===== src/rtl/block_mover.sv =====
// block_mover: responder side of the game FSM's piece-control interface.
// Steps a 2x2 piece over a COLS x ROWS grid with frame-rate gravity and
// LEFT/RIGHT/DOWN buttons, keeps the landed-cell occupancy map, and draws
// the piece/stack overlay that the FSM ORs with the board art.
module block_mover #(
   parameter int          COLS           = 10,
   parameter int          ROWS           = 20,
   parameter int          CELL           = 16,
   parameter int          SPAWN_COL      = 4,
   parameter int          GRAVITY_FRAMES = 30,
   parameter logic [7:0]  PIECE_COLOR    = 8'h1C,
   parameter logic [7:0]  STACK_COLOR    = 8'hE0
) (
   input  logic        vclk,
   input  logic        rst,
   input  logic        frame,
   input  logic        LEFT,
   input  logic        RIGHT,
   input  logic        DOWN,
   input  logic        move,
   input  logic        new_block,
   input  logic        vsync,
   input  logic [10:0] hcount,
   input  logic [9:0]  vcount,
   input  logic [10:0] x_in,
   input  logic [9:0]  y_in,
   output logic        done,
   output logic        game_over,
   output logic [7:0]  frame_pixel
);

   localparam int CW  = $clog2(COLS);
   localparam int RW  = $clog2(ROWS);
   localparam int GW  = $clog2(GRAVITY_FRAMES);
   localparam int CSH = $clog2(CELL);

   localparam logic [CW-1:0] COL_MAX   = CW'(COLS - 2);
   localparam logic [RW-1:0] ROW_MAX   = RW'(ROWS - 2);
   localparam logic [CW-1:0] SPAWN_C0  = CW'(SPAWN_COL);
   localparam logic [CW-1:0] SPAWN_C1  = CW'(SPAWN_COL + 1);
   localparam logic [GW-1:0] GRAV_LAST = GW'(GRAVITY_FRAMES - 1);
   localparam logic [11:0]   GRID_W    = 12'(COLS * CELL);
   localparam logic [10:0]   GRID_H    = 11'(ROWS * CELL);

   localparam logic [2:0] S_IDLE  = 3'd0;
   localparam logic [2:0] S_SPAWN = 3'd1;
   localparam logic [2:0] S_WAIT  = 3'd2;
   localparam logic [2:0] S_FALL  = 3'd3;
   localparam logic [2:0] S_LAND  = 3'd4;
   localparam logic [2:0] S_OVER  = 3'd5;

   logic [2:0]               state;
   logic [CW-1:0]            col;
   logic [RW-1:0]            row;
   logic [10:0]              org_x;
   logic [9:0]               org_y;
   logic [GW-1:0]            grav_cnt;
   logic [2:0]               btn_hist;   // {DOWN, RIGHT, LEFT} at the previous frame
   logic [ROWS-1:0][COLS-1:0] occ;

   logic [CW-1:0]            disp_col;
   logic [RW-1:0]            disp_row;
   logic                     disp_show;

   // Motion decode helpers; neighbour indices are clamped so they never leave the grid.
   logic                     press_l, press_r, press_d;
   logic [CW-1:0]            col_m1, col_p1, col_p2, h_col, h_col_p1;
   logic [RW-1:0]            row_p1, row_p2;
   logic                     can_left, can_right, can_drop, drop_req, spawn_blocked;

   assign press_l  = LEFT  & ~btn_hist[0];
   assign press_r  = RIGHT & ~btn_hist[1];
   assign press_d  = DOWN  & ~btn_hist[2];

   assign col_m1   = (col == '0)     ? col : col - CW'(1);
   assign col_p1   = col + CW'(1);
   assign col_p2   = (col < COL_MAX) ? col + CW'(2) : col;
   assign row_p1   = row + RW'(1);
   assign row_p2   = (row < ROW_MAX) ? row + RW'(2) : row;

   assign can_left  = (col != '0) && !occ[row][col_m1] && !occ[row_p1][col_m1];
   assign can_right = (col < COL_MAX) && !occ[row][col_p2] && !occ[row_p1][col_p2];

   // Horizontal step: a LEFT press owns the frame even when it is blocked.
   always_comb begin
      // NOTE: default assignment first so every path drives h_col; no latch is inferred.
      h_col = col;
      if (press_l) begin
         if (can_left) h_col = col - CW'(1);
      end else if (press_r && can_right) begin
         h_col = col + CW'(1);
      end
   end

   assign h_col_p1 = h_col + CW'(1);
   assign can_drop = (row < ROW_MAX) && !occ[row_p2][h_col] && !occ[row_p2][h_col_p1];
   assign drop_req = press_d || (grav_cnt == GRAV_LAST);

   assign spawn_blocked = occ[0][SPAWN_C0] | occ[0][SPAWN_C1] |
                          occ[1][SPAWN_C0] | occ[1][SPAWN_C1];

   // Piece-control FSM, gravity, button history and occupancy map.
   always_ff @(posedge vclk or posedge rst) begin
      if (rst) begin
         state     <= S_IDLE;
         col       <= SPAWN_C0;
         row       <= '0;
         org_x     <= '0;
         org_y     <= '0;
         grav_cnt  <= '0;
         btn_hist  <= '0;
         // NOTE: occupancy is a flop array rather than a RAM, so reset clears it in one shot.
         occ       <= '0;
         done      <= 1'b0;
         game_over <= 1'b0;
      end else begin
         // NOTE: non-blocking assignments throughout; every branch reads the pre-edge values.
         done <= 1'b0;
         case (state)
            S_IDLE: begin
               if (new_block) begin
                  org_x    <= x_in;
                  org_y    <= y_in;
                  col      <= SPAWN_C0;
                  row      <= '0;
                  grav_cnt <= '0;
                  state    <= S_SPAWN;
               end
            end
            S_SPAWN: begin
               if (spawn_blocked) begin
                  state     <= S_OVER;
                  game_over <= 1'b1;
               end else begin
                  state <= S_WAIT;
               end
            end
            S_WAIT: begin
               if (move) state <= S_FALL;
            end
            S_FALL: begin
               if (move && frame) begin
                  btn_hist <= {DOWN, RIGHT, LEFT};
                  col      <= h_col;
                  if (drop_req) begin
                     grav_cnt <= '0;
                     if (can_drop) begin
                        row <= row + RW'(1);
                     end else begin
                        state <= S_LAND;
                        done  <= 1'b1;
                     end
                  end else begin
                     grav_cnt <= grav_cnt + GW'(1);
                  end
               end
            end
            S_LAND: begin
               occ[row][col]       <= 1'b1;
               occ[row][col_p1]    <= 1'b1;
               occ[row_p1][col]    <= 1'b1;
               occ[row_p1][col_p1] <= 1'b1;
               state               <= S_IDLE;
            end
            S_OVER: begin
               state <= S_OVER;
            end
            default: begin
               state <= S_IDLE;
            end
         endcase
      end
   end

   // Display copy of the piece, refreshed only while vsync is low so a frame never tears.
   always_ff @(posedge vclk or posedge rst) begin
      if (rst) begin
         disp_col  <= SPAWN_C0;
         disp_row  <= '0;
         disp_show <= 1'b0;
      end else if (!vsync) begin
         disp_col  <= col;
         disp_row  <= row;
         disp_show <= (state == S_WAIT) || (state == S_FALL);
      end
   end

   // Pixel decode: grid hit test, cell index by shift, then piece over stack over background.
   logic [10:0]   rel_x;
   logic [9:0]    rel_y;
   logic [CW-1:0] cell_x;
   logic [RW-1:0] cell_y;
   logic          in_grid, in_piece;
   logic [7:0]    pixel_next;

   assign rel_x  = hcount - org_x;
   assign rel_y  = vcount - org_y;
   assign cell_x = CW'(rel_x >> CSH);
   assign cell_y = RW'(rel_y >> CSH);

   assign in_grid = ({1'b0, hcount} >= {1'b0, org_x}) &&
                    ({1'b0, hcount} <  {1'b0, org_x} + GRID_W) &&
                    ({1'b0, vcount} >= {1'b0, org_y}) &&
                    ({1'b0, vcount} <  {1'b0, org_y} + GRID_H);

   assign in_piece = disp_show &&
                     ((cell_x == disp_col) || (cell_x == disp_col + CW'(1))) &&
                     ((cell_y == disp_row) || (cell_y == disp_row + RW'(1)));

   // Overlay colour select for the current pixel.
   always_comb begin
      pixel_next = 8'h00;
      if (in_grid) begin
         if (in_piece)                 pixel_next = PIECE_COLOR;
         else if (occ[cell_y][cell_x]) pixel_next = STACK_COLOR;
      end
   end

   // Register the overlay pixel (one vclk of latency).
   always_ff @(posedge vclk or posedge rst) begin
      if (rst) frame_pixel <= 8'h00;
      else     frame_pixel <= pixel_next;
   end

endmodule

===== config.mk =====
export PLATFORM = sky130hd
export DESIGN_NAME = block_mover
export DESIGN_NICKNAME = d
export VERILOG_FILES = /design/src/rtl/block_mover.sv
export SDC_FILE = /design/constraint.sdc
export NUM_CORES = 1
export LEC_CHECK = 0
export CORE_ASPECT_RATIO = 2
export CORE_UTILIZATION = 59
export CTS_BUF_LIST = sky130_fd_sc_hd__clkbuf_8
export DETAILED_ROUTE_END_ITERATION = 10
export PLACE_DENSITY = 0.77
export SYNTH_ARGS = -nofsm -noshare
export SYNTH_HDL_FRONTEND = slang
export SYNTH_SLANG_ARGS = --single-unit

===== constraint.sdc =====
create_clock -name vclk -period 10.39 [get_ports vclk]
set_input_delay 1.039 -clock vclk [delete_from_list [all_inputs] [get_ports vclk]]
set_output_delay 1.039 -clock vclk [all_outputs]
set_load 0.02 [all_outputs]

; ---- Word level (Yosys, flattened, before mapping)
; Cells that the tools add are included.
[word_totals]
register_bits = 261
in_bits = 51
out_inout_bits = 10
word_cells = 198
[op_classes]
n_addsub = 13
order_cmp = 21
eq_ne = 16
mux = 65
bitwise_logic = 13
n_reduce_logical = 37
[ops]
columns = operator, n
row1 = $or 200x200->200, 4
row2 = $bmux 10 s5, 4
row3 = $demux 10 s5, 4
row4 = $mux 10, 8
row5 = $lt 4x5->1 const B, 7
row6 = $mux 5, 7
row7 = $bmux 1 s4, 7
row8 = $mux 4, 7
row9 = $lt 5x6->1 const B, 4
row10 = $mux 8, 3
row11 = $pmux 5 s2, 2
row12 = $mux 3, 6
row13 = $logic_and 1x1->1, 17
row14 = $add 5x1->5 const B, 3
row15 = $pmux 3 s5, 1
row16 = $mux 1, 13
row17 = $add 11x8->12 const B, 1
row18 = $add 4x1->4 const B, 3
row19 = $lt 11x12->1, 1
row20 = $ne 2x2->1 const B, 6
row21 = $add 10x9->11 const B, 1
row22 = $ge 11x11->1, 1
row23 = $lt 10x11->1, 1
row24 = $eq 5x5->1, 2
row25 = other kinds (29), 52

; ---- Logic depth before layout (Yosys ltp)
[logic_depth]
depth_word = 19
mapped_depth = 34
ltp_nobuf = 24

; ---- Worst setup path after synthesis
; No wires, ideal clock.
[synth_path]
path_kind = register to register
startpoint = reg row[0]
endpoint = reg row[3]
setup_ns = 0.120
arrival_ns = 6.690
slack_ns = 3.581
stages_incl_launch_ff = 32
synth_period_minus_slack_ns = 6.809
cell_sequence = dfrtp_1 buf_6 buf_8 inv_2 buf_2 buf_2 clkbuf_1 clkbuf_1 ha_1 clkbuf_1 buf_2 mux2i_1 nand3_1 and4_1 a221o_1 or4_1 a32o_1 or2_1 o221ai_2 inv_1 ha_1 a21oi_1 a22oi_1 nand2_1 mux2i_1 a221oi_2 a21oi_1 o221ai_1 and4_1 buf_6 and2_1 a31o_1
[synth_via]
elab_chain_len = 17
elab_cells_between_ends = 45
classes_between = add/sub (3) / order compare (1) / eq/ne (1) / mux (26) / reduce/logical (14)
[synth_rtl]
columns = item, line
row1 = "start, declared", 54  ; logic [RW-1:0] row;
row2 = "start signal, assigned", 148  ; row <= row + RW'(1);
row3 = $add 5x1->5 or $bmux 10 s5 (tied branches), -
row4 = $bmux 10 s5 or $mux 10 (tied branches), "81, 82"
row5 = $mux 10 (implied by the code) or $bmux 1 s4 (tied branches), "81, 82"
row6 = $bmux 1 s4 or $mux 1 (tied branches), 82  ; assign can_right = (col < COL_MAX) && !occ[row][col_p2] && !occ[row_p1][col_p2];
row7 = $mux 1 (implied by the code) or $logic_not 1->1 (tied branches), 82
row8 = $logic_not 1->1 or $logic_and 1x1->1 (tied branches), 82
row9 = $logic_and 1x1->1, 82
row10 = $logic_and 1x1->1, 90  ; end else if (press_r && can_right) begin
row11 = $mux 4, 90
row12 = $mux 4, 88  ; if (press_l) begin
row13 = $add 4x1->4 or $bmux 1 s4 (tied branches), "95, 96"
row14 = $bmux 1 s4 or $mux 1 (tied branches), 96  ; assign can_drop = (row < ROW_MAX) && !occ[row_p2][h_col] && !occ[row_p2][h_col_p1];
row15 = $mux 1 (implied by the code) or $logic_not 1->1 (tied branches), 96
row16 = $logic_not 1->1 or $logic_and 1x1->1 (tied branches), 96
row17 = $logic_and 1x1->1, 96
row18 = $ne 2x2->1 (no line), -
row19 = $reduce_and 5->1 (no line), -
; Parallel ways exist; a longest one is shown, timed or not. The select of a mux whose other input is x is not followed.
; A chain may end at the register's enable or synchronous reset.

; ---- Final worst setup path
[layout_path]
startpoint = reg row[1]
endpoint = reg row[2]
; The elaborated chain is that of the path after synthesis.

==> flow_summary.ini <==
[route]
wirelength_um = 73000
wl_met1_um = 22800
wl_met2_um = 34500
via_count = 16800
first_iter_violations = 1705
drc = 0
antenna_left = 0
viasPerCell = 7.44
routed.top_layer = met5
first_pass_iters = 5
met3_length_um = 6850
wl_per_cell_um = 32.4

[synthesis]
synthXorXnorAreaFrac = 0.0226
synth_compound_area_frac = 0.197
yosysTopAreaCellShare = 0.337
ys_seq_elements = 255
yosys.area_share.adder = 0.0353
synthFlopType = dfrtp_1
synthArstFlopShare = 1.00
yosys-top-cells-area = dfrtp_1, mux4_2, mux2i_1
synth_top_family_by_area = multiplexers
synth.cell_area_mm2 = 0.0188
synth_warnings = 0
yosysTopAreaCell = dfrtp_1
ys_types = 93
synthCells = 1779
syn_area_per_cell_um2 = 10.6
synthMuxAreaShare = 0.244
synth_edf_count = 0
yosys.area_share.simple = 0.119
ys_seq_area_frac = 0.340

[timing]
setup_tns_ns = 0
fin_crit_sh = 0.750
tightest_slew_ns = 1.48
final_max_slew_viol_count = 0
setup_violations = 0
hold_viol = 0
finalClockSkew_ns = 0.0318
max_freq_mhz = 128
hold_slack_ns = 0.457
rsz0062_at_grt = false
period_needed_ns = 7.80
slew_headroom = 0.0154

[power_and_ir_drop]
max-vdd-ir-drop_mv = 0.280
p_per_area_mw_per_mm2 = 281
p_total_mw = 5.80
p_leak_nw = 9.63

[grt]
grt_start_max_net_pins = 136
overflow = 0
grt_use_total = 0.457
grt_pass1_vias = 16600
grt_pass1_wl_um = 106000
antenna_found_initial = 5

[cells_and_area]
fillers = 2533
area_delta_synth_final_pct = 9.92
fin_nets = 1904
final_cell_mix = dfrtp_1, nand2_1, mux2i_1
post-route-util = 0.657
final_cell_count_no_fill = 2255
layout-drive-gt1-share = 0.153
final_common_cell = dfrtp_1
regArea_mm2 = 0.00639
multi_input_area_mm2 = 0.0117

[placement]
place_hpwl_um = 52700
routabilityCongestion = 1.04
dp_cells = 2179
portBuffers = 58

[floorplanning]
die_h_um = 254
dieArea_mm2 = 0.0326
fp-row-count = 92
die_x_um = 128
ios = 61
start_util = 0.598
core_mm2 = 0.0314

[cts]
cts_tree = built
h-tree-depth = 2
cts_buffers = 40
cts_setup_buffers = 0
hold_buffers = 0
worst_skew_pair.late_latency_ns = 0.60
clk_pin_slew_worst_paths_ns = 0.07
cts_root_buf = clkbuf_8
cts_sinks = 255
postCtsResizedCells = 0
cts.path.max_buffers = 3

[worst_hold_path]
hp-class = reg -> reg

[flow_run]
drv_cap = 0

[worst_setup_path]
crit_fanout = 67
cp_data_arrival_time_ns = 8.29
cp-start-kind = flip-flop
worst_setup_path_end_kind = flip-flop
crit_required_ns = 10.88
crit_type = reg -> reg

[outcome]
status = finished, final reports clean
==> cell usage after synthesis, types with 6 or more instances <==
| library cell | n |
|---|---|
| dfrtp_1 | 253 |
| nand2_1 | 182 |
| mux2i_1 | 148 |
| a21o_1 | 129 |
| mux4_2 | 125 |
| o21bai_1 | 84 |
| nor2_1 | 66 |
| nand3_1 | 56 |
| a22oi_1 | 54 |
| clkbuf_1 | 53 |
| ha_1 | 53 |
| o21ai_0 | 53 |
| a21oi_1 | 46 |
| inv_1 | 40 |
| buf_2 | 31 |
| xnor2_1 | 27 |
| and2_1 | 24 |
| buf_4 | 23 |
| nor3_1 | 23 |
| nor2b_1 | 20 |
| o22ai_1 | 18 |
| nand2b_1 | 17 |
| xor2_1 | 16 |
| nand4_1 | 15 |
| a31oi_1 | 14 |
| and3_1 | 12 |
| a211oi_1 | 11 |
| buf_1 | 9 |
| mux4_1 | 9 |
| nor4_1 | 9 |
| and4_1 | 8 |
| a2111oi_0 | 7 |
| a21boi_0 | 6 |
| a221o_1 | 6 |
| o221ai_1 | 6 |
| o32ai_1 | 6 |
==> through the flow <==
step | setup slack (ns) | area (um^2)
2_1_floorplan | 2.34 | 18800
3_3_place_gp | 2.88 | 19700
3_5_place_dp | 2.76 | 19700
4_1_cts | 2.76 | 20600
5_1_grt | 2.17 | 20700
6_report | 2.59 | 20700
==> state kept, by name, indices dropped and copies added, names as in the netlist, 4 cells and up <==
| name | cells |
|---|---|
| org_x | 11 |
| disp_row | 5 |
| occ | 200 |
| row | 5 |
| org_y | 10 |
| grav_cnt | 5 |
| disp_col | 4 |
| col | 4 |
==> path summary, 6_finish.rpt <==
kind	from	to	slack (ns)	cells past startpoint
min reg2reg	game_over$_DFFE_PP0P_	game_over$_DFFE_PP0P_	0.46	1
min in group asynchronous	rst	occ[133]$_DFFE_PP0N_	1.03	2
min	game_over$_DFFE_PP0P_	game_over$_DFFE_PP0P_	0.46	1
max	row[1]$_DFFE_PP0P_	row[2]$_DFFE_PP0P_	2.59	20
max in group asynchronous	rst	occ[54]$_DFFE_PP0N_	7.73	3
max reg2reg	row[1]$_DFFE_PP0P_	row[2]$_DFFE_PP0P_	2.59	20
==> logic make-up after synthesis <==
family,after synthesis
compound gates,510
simple gates,459
mux,287
flops,255
buf+inv,168
fa+ha+maj,53
xor+xnor,46
other cells,1
==> per-layer routing <==
layer / vias to the layer above / GRT usage
met4: 4 / 0.451
met5: - / 0
met1: 8295 / 0.481
met2: 1176 / 0.741
met3: 449 / 0.103
li1: 6863 / -
==> power breakdown <==
part	internal, mW	switching (mW)
Sequential	1.08	0.117
Clock	0.581	0.438
Combinational	1.28	2.30
Total	2.95	2.85
==> worst max-delay path, cell delays in order (launching register included) <==
cell      delay, ns
dfrtp_2        0.76
clkinv_1       0.56
ha_4           1.17
mux4_2         0.61
a222oi_1       0.66
a211oi_2       0.19
nor4_1         0.35
nand4_1        0.25
o21a_1         0.25
xnor2_2        0.49
ha_1           0.40
a21oi_1        0.15
a22oi_1        0.12
nand2_1        0.08
mux2i_1        0.09
a221oi_2       0.20
a21oi_1        0.11
a221oi_2       0.25
and4_1         0.54
nand3_2        0.12
a32o_1         0.29
==> area by class of cell <==
type / count / area share
inverter: 46 / 0.00872
clock buffer: 46 / 0.0306
sequential: 255 / 0.309
timing repair buffer: 100 / 0.0438
clock inverter: 25 / 0.0141
multi-input combinational: 1357 / 0.567
antenna: 3 / 0.000363
tap: 423 / 0.0256
Note: power is estimated with default switching activity, not from simulation.
